`src/rtl/latch_bank_ctrl_if.sv`:
```
// Requester-side bus of the latch bank controller.
// Parameters must match the controller instance: AW = $clog2(DEPTH).
//   req       per-requester write request (level, held until ack)
//   req_addr  packed entry addresses, slice i belongs to requester i
//   req_data  packed write data, slice i belongs to requester i
//   clr       bank-clear request (level, held until clr_ack)
//   ack       one-cycle completion pulse to the granted requester
//   clr_ack   one-cycle pulse when a clear completes
//   err       one-cycle pulse alongside ack for an out-of-range address
interface latch_bank_ctrl_if #(
    parameter int NUM_REQ = 4,
    parameter int AW      = 3,
    parameter int WIDTH   = 8
);
    logic [NUM_REQ-1:0]       req;
    logic [NUM_REQ*AW-1:0]    req_addr;
    logic [NUM_REQ*WIDTH-1:0] req_data;
    logic                     clr;
    logic [NUM_REQ-1:0]       ack;
    logic                     clr_ack;
    logic                     err;

    modport master (
        output req, req_addr, req_data, clr,
        input  ack, clr_ack, err
    );

    modport slave (
        input  req, req_addr, req_data, clr,
        output ack, clr_ack, err
    );
endinterface

```
`src/rtl/latch_bank_ctrl.sv`:
```
// Write controller and round-robin arbiter for a bank of DEPTH level-sensitive
// D latches, WIDTH bits each, shared by NUM_REQ requesters. Each write walks
// the latch gate through data setup, a one-cycle enable pulse and data hold.
// Ports:
//   clk        system clock, rising edge
//   reset      asynchronous active-low reset (also clears the latch bank)
//   bus        requester bus (req/req_addr/req_data/clr in, ack/clr_ack/err out)
//   busy       high whenever the FSM is not in IDLE
//   grant_id   current or last granted requester
//   lat_en     one-hot latch gate, one bit per entry
//   lat_d      data to every latch d input
//   lat_rst_n  active-low clear to every latch
//
// state    | meaning
// ---------+-----------------------------------------------------------
// S_IDLE   | arbitrate; clr beats req; lat_d keeps its last value
// S_SETUP  | lat_d driven with captured data, gate closed
// S_ENABLE | gate of the addressed entry open (stays closed if out of range)
// S_HOLD   | gate closed, data held, ack (and err) pulsed
// S_CLR    | lat_rst_n low, clr_ack pulsed
module latch_bank_ctrl #(
    parameter  int NUM_REQ = 4,
    parameter  int DEPTH   = 8,
    parameter  int WIDTH   = 8,
    localparam int AW      = $clog2(DEPTH),
    localparam int GW      = $clog2(NUM_REQ)
) (
    input  logic                  clk,
    input  logic                  reset,
    latch_bank_ctrl_if.slave      bus,
    output logic                  busy,
    output logic [GW-1:0]         grant_id,
    output logic [DEPTH-1:0]      lat_en,
    output logic [WIDTH-1:0]      lat_d,
    output logic                  lat_rst_n
);
    typedef enum logic [2:0] {
        S_IDLE,
        S_SETUP,
        S_ENABLE,
        S_HOLD,
        S_CLR
    } state_t;

    state_t             state, state_nxt;
    logic               rst_done;
    logic [AW-1:0]      addr_q, addr_nxt;
    logic [GW-1:0]      gid_nxt;
    logic [NUM_REQ-1:0] ack_q, ack_nxt;
    logic               clr_ack_q, clr_ack_nxt;
    logic               err_q, err_nxt;
    logic               busy_nxt;
    logic [DEPTH-1:0]   lat_en_nxt;
    logic [WIDTH-1:0]   lat_d_nxt;
    logic               lat_rst_n_nxt;
    logic               addr_bad;
    logic               found;
    logic [GW-1:0]      pick;

    assign bus.ack     = ack_q;
    assign bus.clr_ack = clr_ack_q;
    assign bus.err     = err_q;

    // AW can cover more codes than DEPTH when DEPTH is not a power of two.
    assign addr_bad = (int'(addr_q) >= DEPTH);

    // Round-robin search starting just after the last grant; the last
    // granted requester is examined last.
    always_comb begin
        found = 1'b0;
        pick  = grant_id;
        for (int k = 1; k <= NUM_REQ; k++) begin
            if (!found && bus.req[(int'(grant_id) + k) % NUM_REQ]) begin
                found = 1'b1;
                pick  = GW'((int'(grant_id) + k) % NUM_REQ);
            end
        end
    end

    // Output values are computed for the state being entered, so every
    // output is a flop that reflects the current state directly.
    always_comb begin
        state_nxt     = state;
        addr_nxt      = addr_q;
        gid_nxt       = grant_id;
        ack_nxt       = '0;
        clr_ack_nxt   = 1'b0;
        err_nxt       = 1'b0;
        lat_en_nxt    = '0;
        lat_d_nxt     = lat_d;
        lat_rst_n_nxt = 1'b1;
        case (state)
            S_IDLE: begin
                // The first edge after reset only releases lat_rst_n.
                if (rst_done) begin
                    if (bus.clr) begin
                        state_nxt     = S_CLR;
                        lat_rst_n_nxt = 1'b0;
                        clr_ack_nxt   = 1'b1;
                    end else if (found) begin
                        state_nxt = S_SETUP;
                        gid_nxt   = pick;
                        addr_nxt  = bus.req_addr[int'(pick)*AW +: AW];
                        lat_d_nxt = bus.req_data[int'(pick)*WIDTH +: WIDTH];
                    end
                end
            end
            S_SETUP: begin
                state_nxt = S_ENABLE;
                if (!addr_bad) begin
                    lat_en_nxt = {{(DEPTH-1){1'b0}}, 1'b1} << addr_q;
                end
            end
            S_ENABLE: begin
                state_nxt         = S_HOLD;
                ack_nxt[grant_id] = 1'b1;
                err_nxt           = addr_bad;
            end
            S_HOLD:  state_nxt = S_IDLE;
            S_CLR:   state_nxt = S_IDLE;
            default: state_nxt = S_IDLE;
        endcase
        busy_nxt = (state_nxt != S_IDLE);
    end

    always_ff @(posedge clk or negedge reset) begin
        if (!reset) begin
            state     <= S_IDLE;
            rst_done  <= 1'b0;
            addr_q    <= '0;
            grant_id  <= GW'(NUM_REQ - 1);
            ack_q     <= '0;
            clr_ack_q <= 1'b0;
            err_q     <= 1'b0;
            busy      <= 1'b0;
            lat_en    <= '0;
            lat_d     <= '0;
            lat_rst_n <= 1'b0;
        end else begin
            state     <= state_nxt;
            rst_done  <= 1'b1;
            addr_q    <= addr_nxt;
            grant_id  <= gid_nxt;
            ack_q     <= ack_nxt;
            clr_ack_q <= clr_ack_nxt;
            err_q     <= err_nxt;
            busy      <= busy_nxt;
            lat_en    <= lat_en_nxt;
            lat_d     <= lat_d_nxt;
            lat_rst_n <= lat_rst_n_nxt;
        end
    end
endmodule
```
`src/flat_wrapper.sv`:
```
// flat-port wrapper written by rule: the top's interface ports become plain ports
module latch_bank_ctrl_flat 
#(
    parameter  int NUM_REQ = 4,
    parameter  int DEPTH   = 8,
    parameter  int WIDTH   = 8,
    localparam int AW      = $clog2(DEPTH),
    localparam int GW      = $clog2(NUM_REQ)
)
  (clk, reset, busy, grant_id, lat_en, lat_d, lat_rst_n, bus_req, bus_req_addr, bus_req_data, bus_clr, bus_ack, bus_clr_ack, bus_err);
  latch_bank_ctrl_if #(.NUM_REQ(NUM_REQ), .WIDTH(WIDTH)) bus_i ();
  input  logic clk;
  input  logic reset;
  output logic busy;
  output logic [GW-1:0] grant_id;
  output logic [DEPTH-1:0] lat_en;
  output logic [WIDTH-1:0] lat_d;
  output logic lat_rst_n;
  input wire logic [$bits(bus_i.req)-1:0] bus_req;
  input wire logic [$bits(bus_i.req_addr)-1:0] bus_req_addr;
  input wire logic [$bits(bus_i.req_data)-1:0] bus_req_data;
  input wire logic [$bits(bus_i.clr)-1:0] bus_clr;
  output wire logic [$bits(bus_i.ack)-1:0] bus_ack;
  output wire logic [$bits(bus_i.clr_ack)-1:0] bus_clr_ack;
  output wire logic [$bits(bus_i.err)-1:0] bus_err;
  assign bus_i.req = bus_req;
  assign bus_i.req_addr = bus_req_addr;
  assign bus_i.req_data = bus_req_data;
  assign bus_i.clr = bus_clr;
  assign bus_ack = bus_i.ack;
  assign bus_clr_ack = bus_i.clr_ack;
  assign bus_err = bus_i.err;
  latch_bank_ctrl #(.NUM_REQ(NUM_REQ), .DEPTH(DEPTH), .WIDTH(WIDTH)) u_core (.clk(clk), .reset(reset), .bus(bus_i), .busy(busy), .grant_id(grant_id), .lat_en(lat_en), .lat_d(lat_d), .lat_rst_n(lat_rst_n));
endmodule
```
`config.mk`:
```
export PLATFORM = sky130hd
export DESIGN_NAME = latch_bank_ctrl_flat
export DESIGN_NICKNAME = d
export VERILOG_FILES = /design/src/rtl/latch_bank_ctrl_if.sv /design/src/rtl/latch_bank_ctrl.sv /design/src/flat_wrapper.sv
export SDC_FILE = /design/constraint.sdc
export NUM_CORES = 1
export LEC_CHECK = 0
export CELL_PAD_IN_SITES_DETAIL_PLACEMENT = 0
export CELL_PAD_IN_SITES_GLOBAL_PLACEMENT = 1
export CORE_MARGIN = 8
export CORE_UTILIZATION = 30
export CTS_CLUSTER_DIAMETER = 200
export DETAILED_ROUTE_END_ITERATION = 12
export PLACE_DENSITY_LB_ADDON = 0.1
export SLEW_MARGIN = 20
export SYNTH_ARGS = -nofsm -noshare
export SYNTH_HDL_FRONTEND = slang
export SYNTH_SLANG_ARGS = --single-unit
```
`constraint.sdc`:
```
create_clock -name clk -period 2.8 [get_ports clk]
set_input_delay 0.56 -clock clk [delete_from_list [all_inputs] [get_ports clk]]
set_output_delay 0.56 -clock clk [all_outputs]
set_load 0.02 [all_outputs]
```
Yosys cells after proc, flatten, opt, wreduce, memory -nomap -nowiden
Index checks and enable logic that the tools add are counted.
{"block": "totals", "regBits": 32, "inputBits": 51, "output_inout_bits": 26, "elab_cells": 79}
{"block": "classes", "n_addsub": 4, "mul": 1, "magnitude_cmp": 6, "eq_ne": 2, "shifts": 3, "muxes": 34, "bitwise": 5, "n_reduce_logical": 14}
{"op": "12-bit by 32-bit indexed part select with 3-bit output", "n": 1}
{"op": "32-bit by 6-bit indexed part select with 8-bit output", "n": 1}
{"op": "1-bit two-way mux", "n": 19}
{"op": "3-bit by 4-bit less-than comparator with 1-bit output, second input constant", "n": 4}
{"op": "3-bit two-way mux", "n": 3}
{"op": "3-bit case mux with 3 select lines", "n": 1}
{"op": "1-bit binary-select mux with 2-bit select", "n": 4}
{"op": "2-bit two-way mux", "n": 4}
{"op": "8-bit two-way mux", "n": 1}
{"op": "2-bit OR reduction", "n": 4}
{"op": "1-bit by 3-bit left shift with 8-bit output, first input constant", "n": 1}
{"op": "2-bit by 1-bit adder with 2-bit output, second input constant", "n": 2}
{"op": "2-bit adder, second input constant", "n": 2}
{"op": "1-bit bitwise AND, first input constant", "n": 4}
{"op": "1-bit logical AND", "n": 4}
{"op": "2-bit by 2-bit multiplier with 4-bit output, second input constant", "n": 1}
{"op": "4-bit two-way mux", "n": 1}
{"op": "4-bit AND reduction", "n": 1}
{"op": "3-bit by 1-bit equality test with 1-bit output, second input constant", "n": 1}
{"op": "3-bit by 2-bit equality test with 1-bit output, second input constant", "n": 1}
{"op": "1-bit zero test", "n": 3}
{"op": "3-bit zero test", "n": 1}
{"op": "2-bit by 3-bit less-than comparator with 1-bit output, second input constant", "n": 1}
{"op": "3-bit nonzero test", "n": 1}
{"op": "other kinds (3)", "n": 3}

Longest topological paths before layout
{"block": "depth", "ltp_word": 21, "ltp_mapped": 11, "depth_no_buf": 8}

Worst setup path before layout
Ideal clock, no wire load.
{"block": "synth_path", "path_kind": "register -> register", "from": "register u_core.grant_id[1]", "to": "register u_core.addr_q[2]", "setup_ns": 0.130, "arrival_time_ns": 2.718, "required_ns": 2.670, "setup_slack_ns": -0.048, "stages_incl_launch_ff": 12, "n_path_buf": 3, "synth_period_minus_slack_ns": 2.848, "cell_sequence": "dfstp_2 -> buf_6 -> inv_1 -> ha_1 -> buf_6 -> mux2_4 -> and4_4 -> a211o_4 -> buf_8 -> mux2_4 -> a22oi_2 -> nand3_1"}
{"block": "synth_between", "elab_chain_len": 16, "elab_cells_between_ends": 33, "cone_classes": "add/sub (4); mul (1); shift (1); mux (20); reduce/logical (7)"}
{"item": "from (decl)", "line": "latch_bank_ctrl.sv:32", "rtl": "output logic [GW-1:0] grant_id,"}
{"item": "from (signal assigned)", "line": "latch_bank_ctrl.sv:131", "rtl": "grant_id <= GW'(NUM_REQ - 1);"}
{"item": "from (signal assigned)", "line": "latch_bank_ctrl.sv:143", "rtl": "grant_id <= gid_nxt;"}
{"item": "2-bit by 1-bit adder with 2-bit output", "line": "latch_bank_ctrl.sv:73, latch_bank_ctrl.sv:75"}
{"item": "1-bit binary-select mux with 2-bit select", "line": "latch_bank_ctrl.sv:73", "rtl": "if (!found && bus.req[(int'(grant_id) + k) % NUM_REQ]) begin"}
{"item": "1-bit two-way mux (implied by the code) (2 in series)", "line": "latch_bank_ctrl.sv:73"}
{"item": "1-bit two-way mux", "line": "latch_bank_ctrl.sv:73"}
{"item": "1-bit zero test", "line": "latch_bank_ctrl.sv:73"}
{"item": "1-bit logical AND", "line": "latch_bank_ctrl.sv:73"}
{"item": "1-bit two-way mux", "line": "latch_bank_ctrl.sv:73"}
{"item": "1-bit zero test", "line": "latch_bank_ctrl.sv:73"}
{"item": "1-bit logical AND", "line": "latch_bank_ctrl.sv:73"}
{"item": "1-bit two-way mux", "line": "latch_bank_ctrl.sv:73"}
{"item": "1-bit zero test", "line": "latch_bank_ctrl.sv:73"}
{"item": "1-bit logical AND", "line": "latch_bank_ctrl.sv:73"}
{"item": "2-bit two-way mux", "line": "latch_bank_ctrl.sv:73"}
{"item": "2-bit by 2-bit multiplier with 4-bit output", "line": "latch_bank_ctrl.sv:103", "rtl": "addr_nxt = bus.req_addr[int'(pick)*AW +: AW];"}
{"item": "12-bit by 32-bit indexed part select with 3-bit output", "line": "latch_bank_ctrl.sv:103"}
{"item": "to (signal assigned)", "line": "latch_bank_ctrl.sv:142", "rtl": "addr_q <= addr_nxt;"}
{"item": "to (decl)", "line": "latch_bank_ctrl.sv:47", "rtl": "logic [AW-1:0] addr_q, addr_nxt;"}
Parallel ways exist; a longest one is shown, timed or not. The select of a mux whose other input is x is not followed.
A chain may end at the register's enable or synchronous reset.

Worst setup path in the final report
{"block": "layout_path", "from": "register u_core.grant_id[1]", "to": "register u_core.lat_d[1]"}
{"block": "layout_between", "elab_chain_len": 15, "elab_cells_between_ends": 32, "cone_classes": "add/sub (4); shift (1); mux (20); reduce/logical (7)"}
{"item": "2-bit by 1-bit adder with 2-bit output", "line": "latch_bank_ctrl.sv:73, latch_bank_ctrl.sv:75"}
{"item": "1-bit binary-select mux with 2-bit select", "line": "latch_bank_ctrl.sv:73"}
{"item": "1-bit two-way mux (implied by the code) (2 in series)", "line": "latch_bank_ctrl.sv:73"}
{"item": "1-bit two-way mux", "line": "latch_bank_ctrl.sv:73"}
{"item": "1-bit zero test", "line": "latch_bank_ctrl.sv:73"}
{"item": "1-bit logical AND", "line": "latch_bank_ctrl.sv:73"}
{"item": "1-bit two-way mux", "line": "latch_bank_ctrl.sv:73"}
{"item": "1-bit zero test", "line": "latch_bank_ctrl.sv:73"}
{"item": "1-bit logical AND", "line": "latch_bank_ctrl.sv:73"}
{"item": "1-bit two-way mux", "line": "latch_bank_ctrl.sv:73"}
{"item": "1-bit zero test", "line": "latch_bank_ctrl.sv:73"}
{"item": "1-bit logical AND", "line": "latch_bank_ctrl.sv:73"}
{"item": "2-bit two-way mux / 1-bit two-way mux (equally long branches)", "line": "latch_bank_ctrl.sv:73"}
{"item": "32-bit by 6-bit indexed part select with 8-bit output / 4-bit AND reduction (equally long branches)"}
{"item": "to (signal assigned)", "line": "latch_bank_ctrl.sv:149", "rtl": "lat_d <= lat_d_nxt;"}
{"item": "to (decl)", "line": "latch_bank_ctrl.sv:34", "rtl": "output logic [WIDTH-1:0] lat_d,"}
Parallel ways exist; a longest one is shown, timed or not. The select of a mux whose other input is x is not followed.

==> qor.yml <==
status: "finished clean"
critPathBufInv: 1
critPathKind: "reg -> reg"
ys_ff_latch: 32
switching_power_mw: 1.290
pwr-share-seq_pct: 22.8
path_cells: "inv_2, ha_4, mux2_4, and4_4, a211o_4, mux2_1, a22oi_1, nand3_1"
drv_cap: 0
layout_setup_ws_ns: 0.1955
async_reset_ff_share_pct: 100.0
antenna_found_initial: 0
yosysTopAreaCell: "dfrtp_1"
clk_latency_ns: 0.29
core-area_um2: 6756
critical_path_required_ns: 2.96
clock_sinks: 32
cts_max_level: 2
yosysTopAreaCellShare_pct: 36.01
synthCells: 199
clk_pin_slew_ns: 0.08
p_comb_share_pct: 62.8
rsz0062_at_grt: "false"
power_frac_clock_pct: 14.4
hold_violations: 0
cts_resized: 0
track_usage_pct: 12.51
setup_viol_count_final: 0
vias_per_cell: 5.080
worst_pin_slew_ns: 0.9116
hp-class: "reg -> reg"
cts_hold_buf: 0
finalWirelength_mm: 6.261
slowest_delay_ns: 0.54
grt_max_degree: 33
design_area_um2: 3098
synthTopCellsByArea: "dfrtp_1 (36%), mux2_4 (7.2%), mux2_2 (5.4%), a22oi_2 (4.8%), o211ai_1 (4.0%)"
nets: 336
dp_worst_setup_slack_ns: 0.04191
cp.arrival_ns: 2.76
yosysSeqAreaShare_pct: 38.54
powerDensity_nw_per_um2: 1006
antenna_left: 0
post_cts_buffers: 0
fp.dieArea_um2: 9871
min_period_ns: 2.604
globalplace.congestion: 0.8150
numCtsBuffers: 5
gr-total-overflow: 0
drive_gt1_share_pct: 21.99
yosysWarnings: 0
finalClockSkew_ns: 0.009190
io_buffers: 75
die_h_um: 99.36
place_hpwl_mm: 4.403
startpoint_type: "register"
placed_area_um2: 2960
fillers: 636
start_util_pct: 30.85
p_int_mw: 1.826
ys.flop_type: "dfrtp_1"
first_pass_iters: 4
final_common_cell: "clkdlybuf4s50_1"
rows: 30
vias: 1839
slew_violations: 0
clk_root_buffer_cell: "clkbuf_8"
synth.avg_cell_area_um2: 10.47
wl_per_cell_um: 17.30
diodes: 0
r2r_slack_ns: 0.20
tritoncts: "done"
total_power_mw: 3.116
slowest_stage: "dfstp_2"
crit_fanout: 12
p_leak_nw: 1.279
synth_nets: 254
drt_iter0_drc: 96
areaGrowthSynthToFinish_pct: 48.62
grt_pass1_wl_mm: 9.942
slew_headroom_pct: 39.01
p_sw_share_pct: 41.39
vdd_drop_max_uv: 560.1
setup_tns_ns: 0
grt_pass1_vias: 2032
crit_family: "multiplexers"
final_cell_mix: "clkdlybuf4s50_1 (75), dfrtp_1 (30), buf_4 (15)"
cp-end-kind: "register"
finalCritPeriodShare_pct: 93.02
synth_area_um2: 2084
yosysUniqueCellTypes: 47
fp.dieW_um: 99.36
route.detailed.drc: 0
fmax_mhz: 384.0
ioPinCount: 77
synth_edf_count: 0
clk_path_buf_depth: 2
hold_slack_ns: 0.5068
registers in the layout, indices dropped and copies added (netlist names):
name,flops
u_core.bus.clr_ack,1
u_core.state,3
u_core.grant_id,2
u_core.addr_q,3
u_core.lat_rst_n,1
u_core.bus.ack,4
u_core.lat_d,8
u_core.lat_en,8
u_core.busy,1
u_core.rst_done,1
cell type report:
type	instances	area, um2	area share, %
multi-input cells	147	1185	38.25
repair buffers	91	883.3	28.51
flip-flops and latches	32	803.3	25.93
well taps	80	100.1	3.231
clock buffers	5	68.82	2.221
clock inverters	3	42.54	1.373
inverters	4	15.01	0.4847
metrics by stage:
stage,utilization (%),std cells
global route,45.85,362
CTS,45.46,361
global placement,43.81,353
floorplan,-,199
detailed placement,43.81,353
finish,45.85,362
Yosys cell counts, types with 2 or more instances:
cell	number
a21oi_1	2
nor2b_1	4
dfrtp_1	30
mux2_4	10
a22oi_2	8
nand2b_1	7
buf_6	3
o21ai_1	3
nor2_1	11
nand3b_1	2
and2_1	5
or3_1	2
nand3_1	12
clkbuf_1	7
mux2_2	10
mux2i_1	3
o21ai_0	2
nand4_1	11
o2bb2ai_1	2
o211ai_1	11
ha_1	4
mux2_1	4
nand2_1	6
buf_2	5
a32oi_1	2
nor3_1	4
inv_1	4
dfstp_2	2
o31ai_1	2
a22oi_1	3
conb_1	2
kinds of logic (layout without fill, tap and decap cells):
| group | after synthesis | after routing | synth area share (%) |
|---|---|---|---|
| compound gates | 44 | 45 | 18.25 |
| xor+xnor | 1 | 1 | 0.4202 |
| fa+ha+maj | 4 | 4 | 2.401 |
| buf+inv | 21 | 103 | 5.882 |
| flops | 32 | 32 | 38.54 |
| mux | 27 | 27 | 16.21 |
| other cells | 2 | 2 | 0.3603 |
| simple gates | 68 | 68 | 17.95 |
worst paths after layout:
| check | start | end | cells after the start |
|---|---|---|---|
| min in group asynchronous | reset | u_core.state[2] | 2 |
| worst max register to register | u_core.grant_id[1] | u_core.lat_d[1] | 8 |
| max in group asynchronous | reset | u_core.grant_id[0] | 2 |
| worst min register to register | u_core.state[2] | u_core.state[1] | 1 |
| worst min-delay path | u_core.state[2] | u_core.state[1] | 1 |
| worst max-delay path | u_core.grant_id[1] | u_core.lat_d[1] | 8 |
per-layer routing:
layer | track usage (%) | vias up | share of wire (%)
met4 | 4.540 | 0 | 1.2
met2 | 20.04 | 70 | 47
met3 | 5.307 | 6 | 8.1
met5 | 0 | - | 0
met1 | 14.55 | 858 | 43
li1 | - | 905 | -
worst register-to-register path: stages (launching register included):
cell and delay [ns]:
dfstp_2 0.54, inv_2 0.07, ha_4 0.30, mux2_4 0.29, and4_4 0.22, a211o_4 0.42, mux2_1 0.38, a22oi_1 0.18
nand3_1 0.10
power by group through the flow:
stage / Clock (mW) / Sequential [mW] / Combinational, mW
after floorplan: 0 / 0.851 / 1.17
after detailed placement: 0 / 0.719 / 1.88
final: 0.449 / 0.711 / 1.96
after global placement: 0 / 0.722 / 1.91
after CTS: 0.458 / 0.712 / 1.89
after global routing: 0.482 / 0.729 / 2.14
Power figures use the tool's default switching activity.
